## config.mk

```make
export PLATFORM = sky130hd
export DESIGN_NAME = gpu_tile_sequencer
export DESIGN_NICKNAME = d
export VERILOG_FILES = /design/src/rtl/gpu_tile_sequencer_pkg.sv /design/src/rtl/gpu_tile_sequencer_csr.sv /design/src/rtl/gpu_tile_sequencer.sv
export SDC_FILE = /design/constraint.sdc
export NUM_CORES = 1
export LEC_CHECK = 0
export CAP_MARGIN = 15
export CORE_MARGIN = 5
export CORE_UTILIZATION = 40
export CTS_CLUSTER_SIZE = 16
export DETAILED_ROUTE_END_ITERATION = 12
export HOLD_SLACK_MARGIN = 0.06
export MAX_ROUTING_LAYER = met4
export PLACE_DENSITY = 0.62
export REMOVE_ABC_BUFFERS = 1
export SYNTH_ARGS = -nofsm -noshare
export SYNTH_HDL_FRONTEND = slang
export SYNTH_HIERARCHICAL = 1
export SYNTH_SLANG_ARGS = --single-unit
```

## constraint.sdc

```tcl
create_clock -name clock -period 20.4 [get_ports clock]
set_clock_uncertainty 0.15 [all_clocks]
set_input_delay 4.08 -clock clock [delete_from_list [all_inputs] [get_ports clock]]
set_output_delay 4.08 -clock clock [all_outputs]
set_load 0.005 [all_outputs]
```

## src/rtl/gpu_tile_sequencer_pkg.sv

```systemverilog
// gpu_tile_sequencer_pkg: shared register map, sequencer states and camera types
package gpu_tile_sequencer_pkg;
   localparam int COORD_BITS = 8;
   localparam int FRAC_BITS  = 8;
   localparam int CAM_W      = COORD_BITS + FRAC_BITS;
   localparam int CAM_REGS   = 12;
   localparam logic [4:0] CONTROL        = 5'd0;
   localparam logic [4:0] STATUS         = 5'd1;
   localparam logic [4:0] PIXEL_BASE     = 5'd2;
   localparam logic [4:0] VOXEL_BUFFER   = 5'd3;
   localparam logic [4:0] VOXEL_COUNT    = 5'd4;
   localparam logic [4:0] PALETTE_BUFFER = 5'd5;
   localparam logic [4:0] PALETTE_LENGTH = 5'd6;
   localparam logic [4:0] CAM_BASE       = 5'd8;
   typedef enum logic [2:0] {IDLE, ISSUE, WAIT, ACK, ADVANCE} seq_state_t;
   typedef struct packed {
      logic [CAM_W-1:0] x;
      logic [CAM_W-1:0] y;
      logic [CAM_W-1:0] z;
   } vec3_t;
   typedef struct packed {
      vec3_t look0;
      vec3_t look1;
      vec3_t look2;
      vec3_t look3;
   } camera_t;
endpackage

```

## src/rtl/gpu_tile_sequencer_csr.sv

```systemverilog
// gpu_csr_regs: s1 decode, configuration storage frozen while busy, registered readback
module gpu_csr_regs
   import gpu_tile_sequencer_pkg::*;
(
   input  logic        clock,
   input  logic        reset,
   input  logic [4:0]  s1_address,
   input  logic        s1_read,
   input  logic        s1_write,
   input  logic [31:0] s1_writedata,
   output logic [31:0] s1_readdata,
   input  logic        busy_i,
   input  logic        done_i,
   input  logic [15:0] tiles_done_i,
   output logic        start_o,
   output logic        status_clr_o,
   output logic        ie_o,
   output logic [31:0] pixel_base_o,
   output logic [31:0] voxel_buffer_o,
   output logic [31:0] voxel_count_o,
   output logic [31:0] palette_buffer_o,
   output logic [31:0] palette_length_o,
   output camera_t     cam_o
);
   logic             ie_q;
   logic [31:0]      reg_q [2:6];
   logic [CAM_W-1:0] cam_q [CAM_REGS];
   logic [31:0]      rdata_q, rdata_d;
   logic [3:0]       cam_idx;
   logic             is_cfg, is_cam;
   assign cam_idx = 4'(s1_address - CAM_BASE);
   assign is_cfg  = s1_address >= PIXEL_BASE && s1_address <= PALETTE_LENGTH;
   assign is_cam  = s1_address >= CAM_BASE && s1_address < CAM_BASE + 5'd12;
   assign start_o      = s1_write && s1_address == CONTROL && s1_writedata[0];
   assign status_clr_o = s1_write && s1_address == STATUS && s1_writedata[0];
   assign ie_o             = ie_q;
   assign pixel_base_o     = reg_q[2];
   assign voxel_buffer_o   = reg_q[3];
   assign voxel_count_o    = reg_q[4];
   assign palette_buffer_o = reg_q[5];
   assign palette_length_o = reg_q[6];
   assign s1_readdata      = rdata_q;
   for (genvar g = 0; g < CAM_REGS; g++) begin : g_cam
      assign cam_o[(CAM_REGS-1-g)*CAM_W +: CAM_W] = cam_q[g];
   end
   // readback mux, unmapped addresses return zero
   always_comb begin
      rdata_d = (s1_address == CONTROL) ? {30'd0, ie_q, busy_i} :
                (s1_address == STATUS)  ? {tiles_done_i, 15'd0, done_i} :
                is_cfg                  ? reg_q[s1_address[2:0]] :
                is_cam                  ? 32'(cam_q[cam_idx]) : 32'd0;
   end
   // register storage; configuration only changes between frames, ie at any time
   always_ff @(posedge clock or posedge reset) begin
      if (reset) begin
         ie_q    <= 1'b0;
         rdata_q <= '0;
         for (int i = 2; i <= 6; i++) reg_q[i] <= '0;
         for (int i = 0; i < CAM_REGS; i++) cam_q[i] <= '0;
      end else begin
         if (s1_write && s1_address == CONTROL) ie_q <= s1_writedata[1];
         if (s1_write && !busy_i && is_cfg) reg_q[s1_address[2:0]] <= s1_writedata;
         if (s1_write && !busy_i && is_cam) cam_q[cam_idx] <= s1_writedata[CAM_W-1:0];
         if (s1_read) rdata_q <= rdata_d;
      end
   end
endmodule

```

## src/rtl/gpu_tile_sequencer.sv

```systemverilog
// gpu_tile_sequencer: walks the screen tile by tile, handshaking each tile with gpu_controller
module gpu_tile_sequencer
   import gpu_tile_sequencer_pkg::*;
#(
   parameter int MY_ROWS    = 8,
   parameter int MY_COLS    = 8,
   parameter int TOTAL_ROWS = 64,
   parameter int TOTAL_COLS = 64,
   parameter int PIXEL_BITS = 8
) (
   input  logic                  clock,
   input  logic                  reset,
   input  logic [4:0]            s1_address,
   input  logic                  s1_read,
   output logic [31:0]           s1_readdata,
   input  logic                  s1_write,
   input  logic [31:0]           s1_writedata,
   output logic                  irq,
   output camera_t               cam,
   output logic [PIXEL_BITS-1:0] start_row,
   output logic [PIXEL_BITS-1:0] start_col,
   output logic [31:0]           pixel_buffer,
   output logic [31:0]           voxel_buffer,
   output logic [31:0]           voxel_count,
   output logic [31:0]           palette_buffer,
   output logic [31:0]           palette_length,
   output logic                  do_render,
   output logic                  clear_interrupt,
   input  logic                  ctrl_irq
);
   localparam logic [PIXEL_BITS-1:0] LAST_ROW = PIXEL_BITS'(TOTAL_ROWS - MY_ROWS);
   localparam logic [PIXEL_BITS-1:0] LAST_COL = PIXEL_BITS'(TOTAL_COLS - MY_COLS);
   localparam logic [31:0]           TILE_PIX = 32'(MY_ROWS * MY_COLS);
   seq_state_t            state_q, state_d;
   logic [PIXEL_BITS-1:0] row_q, row_d, col_q, col_d;
   logic [31:0]           off_q, off_d, pixel_base;
   logic [15:0]           tiles_q, tiles_d;
   logic                  done_q, done_d, busy, start, status_clr, ie;
   assign busy            = state_q != IDLE;
   assign start_row       = row_q;
   assign start_col       = col_q;
   assign pixel_buffer    = pixel_base + off_q;
   assign do_render       = state_q == ISSUE;
   assign clear_interrupt = state_q == ACK;
   assign irq             = done_q & ie;
   gpu_csr_regs u_csr (
      .clock            (clock),
      .reset            (reset),
      .s1_address       (s1_address),
      .s1_read          (s1_read),
      .s1_write         (s1_write),
      .s1_writedata     (s1_writedata),
      .s1_readdata      (s1_readdata),
      .busy_i           (busy),
      .done_i           (done_q),
      .tiles_done_i     (tiles_q),
      .start_o          (start),
      .status_clr_o     (status_clr),
      .ie_o             (ie),
      .pixel_base_o     (pixel_base),
      .voxel_buffer_o   (voxel_buffer),
      .voxel_count_o    (voxel_count),
      .palette_buffer_o (palette_buffer),
      .palette_length_o (palette_length),
      .cam_o            (cam)
   );
   // next-state: tile walk and controller handshake; a done set beats a same-cycle clear
   always_comb begin
      state_d = state_q;
      row_d   = row_q;
      col_d   = col_q;
      off_d   = off_q;
      tiles_d = tiles_q;
      done_d  = status_clr ? 1'b0 : done_q;
      case (state_q)
         IDLE: if (start) begin
            state_d = ISSUE;
            row_d   = '0;
            col_d   = '0;
            off_d   = '0;
            tiles_d = '0;
            done_d  = 1'b0;
         end
         ISSUE:   state_d = WAIT;
         WAIT:    state_d = ctrl_irq ? ACK : WAIT;
         ACK:     state_d = ctrl_irq ? ACK : ADVANCE;
         ADVANCE: begin
            tiles_d = tiles_q + 16'd1;
            off_d   = off_q + TILE_PIX;
            state_d = ISSUE;
            if (row_q == LAST_ROW && col_q == LAST_COL) begin
               done_d  = 1'b1;
               state_d = IDLE;
            end else if (col_q == LAST_COL) begin
               col_d = '0;
               row_d = row_q + PIXEL_BITS'(MY_ROWS);
            end else begin
               col_d = col_q + PIXEL_BITS'(MY_COLS);
            end
         end
         default: state_d = IDLE;
      endcase
   end
   // sequencer state register
   always_ff @(posedge clock or posedge reset) begin
      if (reset) begin
         state_q <= IDLE;
         row_q   <= '0;
         col_q   <= '0;
         off_q   <= '0;
         tiles_q <= '0;
         done_q  <= 1'b0;
      end else begin
         state_q <= state_d;
         row_q   <= row_d;
         col_q   <= col_d;
         off_q   <= off_d;
         tiles_q <= tiles_d;
         done_q  <= done_d;
      end
   end
endmodule
```

# Word-level counts from Yosys, hierarchy flattened
# Cells that the tools add are included.
[word_totals]
register_bits = 453
inputBits = 42
out_inout_bits = 403
wordCells = 108
[op_classes]
addsub = 6
magnitude_cmp = 8
n_eq_ne = 10
n_mux = 36
bitwise_logic = 3
reduce_logical = 20
[ops]
columns = ["cell", "count"]
rows = [
  ["$mux W32", 7],
  ["$bwmux W192", 1],
  ["$bwmux W160", 1],
  ["$bmux W32 S3", 1],
  ["$demux W32 S3", 1],
  ["$mux W16", 5],
  ["$bmux W16 S4", 1],
  ["$demux W16 S4", 1],
  ["$pmux W32 S2", 1],
  ["$mux W8", 5],
  ["$add A32 B32 Y32", 1],
  ["$add A32 B7 Y32 const B", 1],
  ["$pmux W16 S2", 1],
  ["$pmux W8 S2", 2],
  ["$add A16 B1 Y16 const B", 1],
  ["$add A8 B4 Y8 const B", 2],
  ["$eq A8 B6 Y1 const B", 2],
  ["$pmux W3 S5", 1],
  ["$logic_and A1 B1 Y1", 12],
  ["$eq A3 B2 Y1 const B", 2],
  ["$mux W3", 2],
  ["$ne A2 B2 Y1 const B", 3],
  ["$eq A5 B1 Y1 const B", 1],
  ["$ge A5 B2 Y1 const B", 1],
  ["other kinds (23)", 27],
]

# Depth between registers and ports, before layout
[logic_depth]
ltp_word = 9
depth_mapped = 14
ltp_nobuf = 10

# Cells and area by module
# Netlist, hierarchy kept.
[modules_own_cells]
columns = ["mod", "instances", "cells_per_inst", "area_each_um2"]
rows = [
  ["gpu_csr_regs", 1, 1319, 18213.7],
  ["gpu_tile_sequencer", 1, 438, 3912.5],
]

# Worst setup path before layout
# Ideal clock, no wire load.
[synth_path]
path_kind = "input to register"
startpoint = "input port s1_address[1]"
endpoint = "register row_q[7] (netlist: start_row[7])"
setup_time_ns = 0.137
t_arrival_ns = 6.469
required_time_ns = 20.113
setup_slack_ns = 13.644
stages = 14
path_cell_list = "buf_4 > buf_6 > buf_4 > buf_6 > nor4_1 > and3_1 > nand2b_1 > or3_1 > clkbuf_1 > o21ai_2 > a21boi_4 > nand4_1 > xnor2_1 > nor2_1"
[synth_via]
elab_chain_cells = 5
[synth_lines]
columns = ["element", "line", "rtl"]
rows = [
  ["from (decl)", "gpu_tile_sequencer.sv:13", "input logic [4:0] s1_address,"],
  ["$logic_not A5 Y1", "gpu_tile_sequencer_csr.sv:34", "assign start_o = s1_write && s1_address == CONTROL && s1_writedata[0];"],
  ["$logic_and A1 B1 Y1 (2 in series)", "gpu_tile_sequencer_csr.sv:34", ""],
  ["named net start", "gpu_tile_sequencer.sv:38", "logic done_q, done_d, busy, start, status_clr, ie;"],
  ["$ne A2 B2 Y1 (no source line)", "--", ""],
  ["$reduce_and A4 Y1 (no source line)", "--", ""],
  ["to (signal assigned)", "gpu_tile_sequencer.sv:115", "row_q <= row_d;"],
  ["to (decl)", "gpu_tile_sequencer.sv:35", "logic [PIXEL_BITS-1:0] row_q, row_d, col_q, col_d;"],
]
# The timed path passes the listed nets, and every way through them passes these cells.
# A chain may end at the register's enable or synchronous reset.

# Final worst setup path
[layout_path]
startpoint = "register u_csr.reg_q, in the netlist u_csr/pixel_base_o[12]"
endpoint = "output port pixel_buffer[31]"
[layout_via]
elab_chain_cells = 1
[layout_lines]
columns = ["element", "line", "rtl"]
rows = [
  ["from (decl)", "gpu_tile_sequencer_csr.sv:26", "logic [31:0] reg_q [2:6];"],
  ["from (signal, indexed assignment)", "gpu_tile_sequencer_csr.sv:62", "if (s1_write && !busy_i && is_cfg) reg_q[s1_address[2:0]] <= s1_writedata;"],
  ["$add A32 B32 Y32", "gpu_tile_sequencer.sv:42", "assign pixel_buffer = pixel_base + off_q;"],
  ["to (decl)", "gpu_tile_sequencer.sv:22", "output logic [31:0] pixel_buffer,"],
]
# No other way between the ends.

==> out/results.ini <==
[clocking]
cts_buffers = 50
clock_latency_ns = 0.59
hold_buffers = 0
clkTransAtPathRegs_ns = 0.06
postCtsSetupRepairBufs = 0
cts_sinks = 441
clk_path_buf_depth = 3
cts_tree = done
cts_resized = 0
cts-htree-levels = 2
root_buffer = clkbuf_16

[logic_synthesis]
synth_area_um2 = 22100
yosysWarnings = 6
syn_area_per_cell_um2 = 12.6
synth-seq-area-share_pct = 49.9
synthArstFlopShare_pct = 100
synth_ff_type = dfrtp_1
synth_edf_count = 0
postSynthCellCount = 1757
yosys_register_bits = 441
ys_types = 82

[placed_design]
dpl.cell_count = 2836
dpl.hpwl_um = 51900
port_buffers = 438
gp_congestion = 0.882

[worst_setup_path]
cp.required_ns = 16.17
crit_type = reg -> out
start_kind = register
crit_family = compound AO/OA/AOI/OAI gates
crit_chain = ha_1 -> a21o_1 -> a21oi_1 -> o221ai_1 -> nor4_4 -> o21bai_2 -> a221oi_2 -> xnor2_1 -> clkdlybuf4s50_1
arrival_ns = 3.70
critPathBufInv = 1
cp-end-kind = output port
critPathMaxStageDelay_ns = 0.55
rrSetupSlack_ns = 17.10
crit_fanout = 4
slowest_stage = clkdlybuf4s50_1

[timing]
relSlewSlack_pct = 22.1
rsz0062_at_grt = no
tightest_slew_ns = 1.17
period_share_pct = 38.9
fin_crit_ns = 7.93
hold_slack_ns = 0.361
setup_tns_ns = 0
finalMaxSlewViolations = 0
max_freq_mhz = 126
finalHoldViolations = 0
setup_viol = 0

[min_path]
hp-class = reg -> reg

[power_and_ir_drop]
p_leak_nw = 13.2
vdd_drop_max_mv = 0.0662
total_power_mw = 3.20
power_density_nw_per_um2 = 111

[floorplan]
core_um2 = 55000
io_pins = 445
die_height_um = 245
start_util_pct = 40.2
design.die.area_um2 = 60100
rows = 86
die_w_um = 245

[run]
drv_cap = 0

[drt]
wl_per_cell_um = 25.4
drtPass1Iterations = 5
drt_iter0_markers = 1120
via_per_inst = 5.48
ant_nets = 0
drc = 0
drt-total-wl_um = 74400
num_vias = 16076

[layout]
layout_common_cells = dfrtp_1, clkdlybuf4s50_1, mux2_2, mux2_4, o21ai_0
post-route-util_pct = 52.2
instances_no_fill = 2932
fin_nets = 2213
layout-drive-gt1-share_pct = 25.2
syn2layout_area_growth_pct = 29.7
final_common_cell = dfrtp_1

[global_route]
grt_pass1_vias = 17064
track_usage_pct = 24.8
grt_max_degree = 143
antenna_found_initial = 3
grt-ovfl-total = 0
grt_pass1_wl_um = 111000

[status]
outcome = finished, final reports clean

[logic make-up after synthesis]
family                     share of synthesized area [%]
AOI/OAI and AO/OA                                   9.41
muxes                                               26.5
buffers and inverters                               3.97
xor gates and xnor gates                            1.19
and+or+nand+nor                                     7.38
other                                             0.0169
DFF                                                 49.9
adders and majority gates                           1.64
[area by class of cell]
| cell class | instances | area (um^2) |
|---|---|---|
| inverter | 26 | 105 |
| antenna | 4 | 10.0 |
| tap | 748 | 936 |
| clock buffer | 64 | 1380 |
| multi-input combinational | 1165 | 10300 |
| clock inverter | 26 | 397 |
| timing repair buffer | 458 | 4560 |
| sequential | 441 | 11000 |
| fill | 4758 | 26300 |
[flip-flops by register name, summed over array words and instances, names as in the netlist]
register,count
u_csr/cam_o,192
u_csr/palette_buffer_o,32
u_csr/palette_length_o,32
u_csr/pixel_base_o,32
u_csr/s1_readdata,32
u_csr/voxel_buffer_o,32
u_csr/voxel_count_o,32
off_q,26
tiles_q,16
start_col,5
start_row,5
state_q,3
done_q,1
u_csr/ie_o,1
[per-stage QoR]
step	area, um^2	setup slack [ns]
final	28700	12.47
after global routing	28700	12.28
after CTS	28600	12.49
after detailed placement	26900	12.43
after global placement	26900	12.52
after floorplan	21400	5.47
[power breakdown]
group          switching [mW]  internal, mW  leakage [nW]
clock                   0.374         0.604         0.880
sequential              0.189          1.06          5.88
combinational           0.394         0.581          6.47
total                   0.957          2.24          13.2
[synthesized netlist by cell type, drive strengths merged, types with 4 or more instances]
cell type	count	area [um^2]
or2	5	33.8
nand4	17	113
o211ai	5	42.5
nor3b	4	46.3
a221oi	19	190
o22ai	32	200
nand3	32	178
nor2b	31	194
dfrtp	441	11000
buf	77	582
o31ai	10	85.1
and2	6	40.0
o32ai	14	123
a21oi	59	303
mux2	428	5160
mux2i	71	711
or3	7	43.8
xnor2	17	149
nor3	21	128
and3	12	75.1
inv	26	97.6
nor4	5	61.3
nand2b	7	43.8
nor2	54	253
o21ai	92	464
clkbuf	53	199
xor2	13	114
ha	29	363
a21o	7	52.6
a22oi	32	240
a211oi	27	215
nand2	73	324
[worst paths after layout]
path                                                                to                                from  depth (start not counted)
worst min register to register                   off_q[23]$_DFFE_PP0P_               off_q[23]$_DFFE_PP0P_                          1
worst min-delay path                             off_q[23]$_DFFE_PP0P_               off_q[23]$_DFFE_PP0P_                          1
worst max register to register    u_csr/voxel_buffer_o[17]$_DFFE_PP0P_              state_q[2]$_DFFE_PP0N_                          5
worst max-delay path                                  pixel_buffer[31]  u_csr/pixel_base_o[12]$_DFFE_PP0P_                          9
min in group asynchronous       u_csr/palette_length_o[30]$_DFFE_PP0P_                               reset                          2
max in group asynchronous                 u_csr/cam_o[146]$_DFFE_PP0P_                               reset                          4
[routing by layer]
| metal | part of all wire, % | up-vias | track usage [%] |
|---|---|---|---|
| met4 | 2.7 | 0 | 6.88 |
| li1 | - | 7203 | - |
| met5 | 0 | - | - |
| met3 | 8.4 | 114 | 7.74 |
| met1 | 40 | 8224 | 29.6 |
| met2 | 49 | 535 | 40.8 |
(Power assumes the default switching activity.)
